<file path="src/rtl/rst_seq_pkg.sv">
// Shared types and default parameters for the staged reset sequencer.
package rst_seq_pkg;

    typedef enum logic [1:0] {
        ST_ASSERT  = 2'd0,
        ST_RELEASE = 2'd1,
        ST_RUN     = 2'd2,
        ST_DRAIN   = 2'd3
    } seq_state_e;

    localparam int unsigned DEF_NUM_RST        = 4;
    localparam int unsigned DEF_HOLD_CYCLES    = 4;
    localparam int unsigned DEF_STAGGER_CYCLES = 2;
    localparam int unsigned DEF_WDT_CYCLES     = 1024;

endpackage

</file>
<file path="src/rtl/rst_seq_wdt.sv">
// Watchdog for rst_sequencer: counts unkicked RUN cycles and flags expiry
// on the edge where the count would reach WDT_CYCLES-1.
module rst_seq_wdt
    import rst_seq_pkg::*;
#(
    parameter int unsigned WDT_CYCLES = DEF_WDT_CYCLES
) (
    input  logic clk_i,
    input  logic rst_ni,
    input  logic run_i,
    input  logic kick_i,
    output logic expire_o
);

    localparam int unsigned CNT_W = $clog2(WDT_CYCLES) + 1;
    localparam logic [CNT_W-1:0] LIMIT = CNT_W'(WDT_CYCLES - 2);

    logic [CNT_W-1:0] cnt_q, cnt_d;

    // Outside RUN the count is held at zero; it saturates at LIMIT.
    always_comb begin
        cnt_d = '0;
        if (run_i && !kick_i && (cnt_q != LIMIT)) begin
            cnt_d = cnt_q + CNT_W'(1);
        end
    end

    assign expire_o = run_i && !kick_i && (cnt_q == LIMIT);

    always_ff @(posedge clk_i) begin
        if (!rst_ni) begin
            cnt_q <= '0;
        end else begin
            cnt_q <= cnt_d;
        end
    end

endmodule

</file>
<file path="src/rtl/rst_sequencer.sv">
// Staged reset sequencer: holds, then releases NUM_RST resets one by one,
// enables fetch, and supports soft reset. Watchdog is built only under RST_SEQ_WDT_EN.
module rst_sequencer
    import rst_seq_pkg::*;
#(
    parameter int unsigned NUM_RST        = DEF_NUM_RST,
    parameter int unsigned HOLD_CYCLES    = DEF_HOLD_CYCLES,
    parameter int unsigned STAGGER_CYCLES = DEF_STAGGER_CYCLES,
    parameter int unsigned WDT_CYCLES     = DEF_WDT_CYCLES
) (
    input  logic               clk_i,
    input  logic               rst_ni,
    input  logic               sw_rst_req_i,
    input  logic               wdt_kick_i,
    output logic [NUM_RST-1:0] rst_no,
    output logic               fetch_enable_o,
    output logic               sw_rst_ack_o,
    output logic               wdt_fired_o,
    output logic               busy_o
);

    // cnt_q holds the edge index relative to the sequence's edge 0; it
    // saturates at the edge where fetch is enabled.
    localparam int unsigned LAST_REL = HOLD_CYCLES + (NUM_RST - 1) * STAGGER_CYCLES;
    localparam int unsigned CNT_MAX  = LAST_REL + 1;
    localparam int unsigned CNT_W    = $clog2(CNT_MAX + 1) + 1;
    localparam logic [CNT_W-1:0] CNT_MAX_C = CNT_W'(CNT_MAX);

    seq_state_e         state_q, state_d;
    logic [CNT_W-1:0]   cnt_q, cnt_d;
    logic [NUM_RST-1:0] rst_n_q, rst_n_d;
    logic               fetch_q, fetch_d;
    logic               ack_q, ack_d;
    logic               fired_q, fired_d;
    logic               sw_pend_q, sw_pend_d;
    logic               busy_q, busy_d;
    logic               run;
    logic               wdt_expire;

    assign run = (state_q == ST_RUN);

`ifdef RST_SEQ_WDT_EN
    rst_seq_wdt #(
        .WDT_CYCLES(WDT_CYCLES)
    ) u_wdt (
        .clk_i    (clk_i),
        .rst_ni   (rst_ni),
        .run_i    (run),
        .kick_i   (wdt_kick_i),
        .expire_o (wdt_expire)
    );
    assign wdt_fired_o = fired_q;
`else
    logic unused_wdt;
    assign unused_wdt  = wdt_kick_i ^ WDT_CYCLES[0] ^ fired_q;
    assign wdt_expire  = 1'b0;
    assign wdt_fired_o = 1'b0;
`endif

    always_comb begin
        state_d   = state_q;
        cnt_d     = cnt_q;
        rst_n_d   = rst_n_q;
        fetch_d   = fetch_q;
        ack_d     = 1'b0;
        fired_d   = fired_q;
        sw_pend_d = sw_pend_q;
        case (state_q)
            ST_ASSERT, ST_RELEASE: begin
                if (cnt_q != CNT_MAX_C) begin
                    cnt_d = cnt_q + CNT_W'(1);
                end
                for (int i = 0; i < NUM_RST; i++) begin
                    rst_n_d[i] = (32'(cnt_q) >= HOLD_CYCLES + 32'(i) * STAGGER_CYCLES);
                end
                if (cnt_q == CNT_MAX_C) begin
                    state_d   = ST_RUN;
                    fetch_d   = 1'b1;
                    ack_d     = sw_pend_q;
                    sw_pend_d = 1'b0;
                end else if (32'(cnt_q) >= HOLD_CYCLES) begin
                    state_d = ST_RELEASE;
                end
            end
            ST_RUN: begin
                // Watchdog expiry outranks a simultaneous soft request.
                if (wdt_expire) begin
                    state_d   = ST_DRAIN;
                    fetch_d   = 1'b0;
                    fired_d   = 1'b1;
                    sw_pend_d = 1'b0;
                end else if (sw_rst_req_i) begin
                    state_d   = ST_DRAIN;
                    fetch_d   = 1'b0;
                    sw_pend_d = 1'b1;
                end
            end
            ST_DRAIN: begin
                // The drain-exit edge is edge 0 of the restarted sequence.
                state_d = ST_ASSERT;
                rst_n_d = '0;
                cnt_d   = CNT_W'(1);
            end
            default: begin
                state_d = ST_ASSERT;
            end
        endcase
        busy_d = (state_d != ST_RUN);
    end

    always_ff @(posedge clk_i) begin
        if (!rst_ni) begin
            state_q   <= ST_ASSERT;
            cnt_q     <= '0;
            rst_n_q   <= '0;
            fetch_q   <= 1'b0;
            ack_q     <= 1'b0;
            fired_q   <= 1'b0;
            sw_pend_q <= 1'b0;
            busy_q    <= 1'b1;
        end else begin
            state_q   <= state_d;
            cnt_q     <= cnt_d;
            rst_n_q   <= rst_n_d;
            fetch_q   <= fetch_d;
            ack_q     <= ack_d;
            fired_q   <= fired_d;
            sw_pend_q <= sw_pend_d;
            busy_q    <= busy_d;
        end
    end

    assign rst_no         = rst_n_q;
    assign fetch_enable_o = fetch_q;
    assign sw_rst_ack_o   = ack_q;
    assign busy_o         = busy_q;

endmodule

</file>
<file path="config.mk">
export PLATFORM = sky130hd
export DESIGN_NAME = rst_sequencer
export DESIGN_NICKNAME = d
export VERILOG_FILES = /design/src/rtl/rst_seq_pkg.sv /design/src/rtl/rst_seq_wdt.sv /design/src/rtl/rst_sequencer.sv
export SDC_FILE = /design/constraint.sdc
export NUM_CORES = 1
export LEC_CHECK = 0
export CAP_MARGIN = 20
export CORE_UTILIZATION = 53
export DETAILED_ROUTE_END_ITERATION = 7
export PLACE_DENSITY = 0.84
export SLEW_MARGIN = 20
export SYNTH_ARGS = -nofsm -noshare
export SYNTH_HDL_FRONTEND = slang
export SYNTH_SLANG_ARGS = --single-unit
</file>
<file path="constraint.sdc">
create_clock -name clk_i -period 3.44 [get_ports clk_i]
set_input_delay 0.688 -clock clk_i [delete_from_list [all_inputs] [get_ports clk_i]]
set_output_delay 0.688 -clock clk_i [all_outputs]
set_load 0.01 [all_outputs]
</file>
# Word level (Yosys, flattened, before mapping)
# Index checks and enable logic that the tools add are counted.
[totals]
inputBits = 4
wordCells = 41
output_inout_bits = 8
ff_bits = 15
[classes]
mux = 13
magnitude_cmp = 4
n_reduce_logical = 7
n_eq_ne = 9
addsub = 1
[op_table]
columns = ["operator", "count"]
rows = [
  ["5-bit by 3-bit greater-or-equal comparator with 1-bit output (second input constant)", 2],
  ["5-bit by 4-bit greater-or-equal comparator with 1-bit output (second input constant)", 2],
  ["5-bit case mux with 2 select lines", 1],
  ["2-bit inequality test (second input constant)", 4],
  ["4-bit case mux with 2 select lines", 1],
  ["2-bit two-way mux", 3],
  ["2-bit case mux with 3 select lines", 1],
  ["3-bit AND reduction", 2],
  ["5-bit by 1-bit adder with 5-bit output (second input constant)", 1],
  ["5-bit by 4-bit == test with 1-bit output (second input constant)", 1],
  ["5-bit two-way mux", 1],
  ["5-bit by 4-bit inequality test with 1-bit output (second input constant)", 1],
  ["2-bit == test (second input constant)", 2],
  ["1-bit two-way mux", 4],
  ["1-bit case mux with 2 select lines", 2],
  ["2-bit nonzero test", 2],
  ["2-bit by 1-bit == test with 1-bit output (second input constant)", 1],
  ["2-bit logical NOT", 1],
  ["2-bit AND reduction", 1],
  ["2-bit OR reduction", 1],
]

# Depth between registers and ports, before layout
[logic_depth]
ltp_word = 5
depth_mapped = 5
depth_no_buf = 4

# Worst setup path before layout
# Ideal clock, no wire load.
[synth_timing]
path_kind = "in2reg"
start = "input rst_ni"
end = "register cnt_q[2]"
required_time_ns = 3.323
path_buffers = 1
path_slack_ns = 2.137
arrival_ns = 1.185
setup_ns = 0.117
stages = 4
cell_sequence = "buf_2 -> inv_2 -> nor3b_1 -> a32o_1"
[synth_rtl]
columns = ["item", "line_no", "rtl"]
rows = [
  ["start: declaration", "rst_sequencer.sv:12", "input logic rst_ni,"],
  ["end signal: assignment", "rst_sequencer.sv:123", "cnt_q <= cnt_d;"],
  ["end: declaration", "rst_sequencer.sv:30", "logic [CNT_W-1:0] cnt_q, cnt_d;"],
]

# Final worst setup path
[layout_timing]
start = "register rst_n_q[0] (netlist: rst_no[0])"
end = "output rst_no[0]"
[layout_rtl]
columns = ["item", "line_no", "rtl"]
rows = [
  ["start: declaration", "rst_sequencer.sv:31", "logic [NUM_RST-1:0] rst_n_q, rst_n_d;"],
  ["start signal: assignment", "rst_sequencer.sv:124", "rst_n_q <= rst_n_d;"],
  ["end: declaration", "rst_sequencer.sv:15", "output logic [NUM_RST-1:0] rst_no,"],
]
# No word-level cell between the ends.

==> out/metrics.yaml <==
critical_path:
  crit_family: "buffers and inverters"
  crit_required_ns: 2.75
  crit_path_max_incr_delay_ns: 0.53
  worstPathCellList: "clkdlybuf4s50_1"
  critPathArrivalTime_ns: 1.14
  critPathKind: "reg2out"
  startpoint: "rst_no[0]"
  reg2regPathDepth: 4
  critPathBufInv: 1
  r2r_start: "cnt_q[1]"
  path_max_fanout: 2
  cp.depth: 1
  r2r_setup_slack_ns: 1.99
  endpoint_kind: "output port"
  slowest_stage: "clkdlybuf4s50_1"
  r2r_end: "cnt_q[0]"
  start_kind: "register"
grt:
  grt_remaining_overflow: 0
  first_global_vias: 451
  track_usage_pct: 18.0
  grt_max_degree: 21
  antenna_found_initial: 0
  grt_pass1_wl_um: 1880
clock_tree:
  cts-hold-fix-buffers: 0
  numCtsBuffers: 3
  h-tree-depth: 1
  cts_root_buf: "clkbuf_4"
  path_clk_slew_ns: 0.08
  cts_resized: 0
  postCtsSetupBuffers: 0
  cts_buffer_depth: 2
  clkSinkCount: 15
  insertion_delay_ns: 0.28
  cts_tree: "yes"
hold_path:
  holdPathStages: 2
  hp-class: "reg2reg"
  hp-start: "sw_pend_q"
  hold-path-endpoint: "sw_rst_ack_o"
yosys:
  synthFlopType: "dfxtp_1"
  async_reset_ff_share_pct: 0
  synth-edff-count: 0
  synth_nets: 82
  synth-seq-cells: 15
  ys_types: 33
  synth_area_per_cell_um2: 9.47
  seq_area_frac_synth_pct: 41.7
  synth_warnings: 0
  syn_area_um2: 719
  postSynthCellCount: 76
pwr:
  power_density_nw_per_um2: 380
  total_power_uw: 307
  ir_drop_v: 0.000242
  leakage_uw: 0.000277
routing:
  num_vias: 566
  ant_nets: 0
  drc: 0
  drt_iter0_markers: 19
  drt_wl_total_um: 1120
  wl_per_cell_um: 11.6
  dr.pass1.iters: 4
  viasPerCell: 5.84
final_layout:
  syn2layout_area_growth_pct: 12.3
  drive_gt1_share_pct: 8.43
  n_antenna_cell: 0
  final_util_pct: 68.1
  finalNetCount: 90
  multi_input_area_um2: 359
  fill_cells: 108
  seqCellArea_um2: 300
place:
  pre_cts_slack_ns: 1.53
  routabilityCongestion: 0.773
  post-dp-hpwl_um: 800
  io_buffers: 9
sta:
  fin_crit_sh_pct: 53.2
  finalSetupTns_ns: 0
  fmaxAchievable_mhz: 547
  clock_skew_ns: 0.00459
  tightest_slew_ns: 0.618
  fin_crit_ns: 1.83
  slew_viol_final: 0
  finalHoldViolations: 0
  worst_slack_ns: 1.61
  rsz0062_at_grt: "false"
  max_slew_margin_pct: 58.7
  setup_viol: 0
floorplan:
  core_um2: 1190
  ios: 12
  die_y_um: 38.8
  die_area_um2: 1510
  dieWidth_um: 38.8
  start_util_pct: 60.7
  placementRows: 12
job:
  max-cap-violations: 0
status:
  outcome: "completed"
[worst max-delay path by stage]
| stage | end | slack (ns) |
|---|---|---|
| finish | rst_no[0] | 1.61 |
| global route | rst_no[0] | 1.55 |
| CTS | fetch_enable_o | 1.60 |
| detailed placement | cnt_q[2] | 1.53 |
| global placement | cnt_q[2] | 1.54 |
| floorplan | cnt_q[2] | 2.14 |
[final cells by class]
class | instances | area share [%]
Multi-Input combinational cell | 51 | 44.4
Clock buffer | 4 | 3.25
Timing Repair Buffer | 9 | 11.1
Inverter | 4 | 1.86
Tap cell | 14 | 2.17
Sequential cell | 15 | 37.2
[sequential cells by signal, summed over array words and instances, names as in the netlist]
signal and cells:
fetch_enable_o 1, rst_no 4, cnt_q 5, sw_pend_q 1
state_q 2, sw_rst_ack_o 1, busy_o 1
[routing by layer]
metal,vias to the layer above,share of wire [%],GRT usage (%),wire length (um)
met4,0,0,2.59,0
li1,292,-,-,-
met3,0,4.9,6.94,55
met1,261,50,24.2,564
met2,13,45,27.5,503
met5,-,0,0,0
[cell usage after synthesis (3+ instances only)]
master    number  area share, %
nand2b_1       4            3.5
o21ai_0        5            3.5
nand2_1        3            1.6
a31oi_1        3            2.6
buf_2          3            2.1
o21a_1         3            3.1
inv_1          3            1.6
o21ai_1        3            2.1
nor2_1         4            2.1
dfxtp_1       15             42
[kinds of logic after synthesis]
group	share of synthesized area, %
simple gates	22.1
fa+ha+maj	3.48
compound gates	23.8
buf+inv	8.35
flops	41.7
other cells	0.521
[per-stage QoR]
step | cell area, um^2 | hold WS (ns) | instances
final | 808 | 0.467 | 97
after CTS | 808 | 0.473 | 97
after global placement | 782 | 0.442 | 93
after global routing | 808 | 0.507 | 97
after detailed placement | 782 | 0.460 | 93
after floorplan | 719 | 0.424 | 76
[cells in the final DEF (no fill, tap or decap)]
| cell type | netlist | layout |
|---|---|---|
| a21oi_1 | 2 | 2 |
| o311a_1 | 2 | 2 |
| clkbuf_1 | 0 | 1 |
| o21a_1 | 3 | 3 |
| and2b_1 | 1 | 1 |
| nor4bb_4 | 1 | 1 |
| or2_4 | 1 | 1 |
| nor3b_1 | 1 | 1 |
| clkbuf_4 | 0 | 3 |
| nand2_1 | 3 | 3 |
| o21ai_1 | 3 | 3 |
| clkdlybuf4s50_1 | 0 | 9 |
| ha_1 | 2 | 2 |
| a21boi_1 | 1 | 1 |
| nand2b_1 | 4 | 4 |
| dfxtp_1 | 15 | 15 |
| nor2_1 | 4 | 4 |
| o32ai_1 | 2 | 2 |
| nand4_1 | 2 | 2 |
| a31oi_1 | 3 | 3 |
| nand3_1 | 1 | 1 |
| a221oi_1 | 2 | 2 |
| nor3_1 | 1 | 1 |
| nor3_4 | 1 | 1 |
| a32o_1 | 1 | 1 |
| nor4_1 | 1 | 1 |
| nand3b_1 | 1 | 1 |
| o21ai_0 | 5 | 5 |
| or3_1 | 1 | 1 |
| inv_2 | 1 | 1 |
| conb_1 | 1 | 1 |
| a211oi_1 | 1 | 1 |
| inv_1 | 3 | 3 |
[tightest hold or removal path: stages, from the launching register on]
cell     delay, ns
dfxtp_1       0.30
nand2_1       0.08
nor4_1        0.05
[report_power, final]
group	internal [uW]	leakage, uW	switching [uW]
sequential	179	0.000122	8.06
clock	44.9	0.0000150	51.5
combinational	12.9	0.000140	11.3
total	236	0.000277	70.9
No activity file was read; power rests on OpenSTA's default activity.
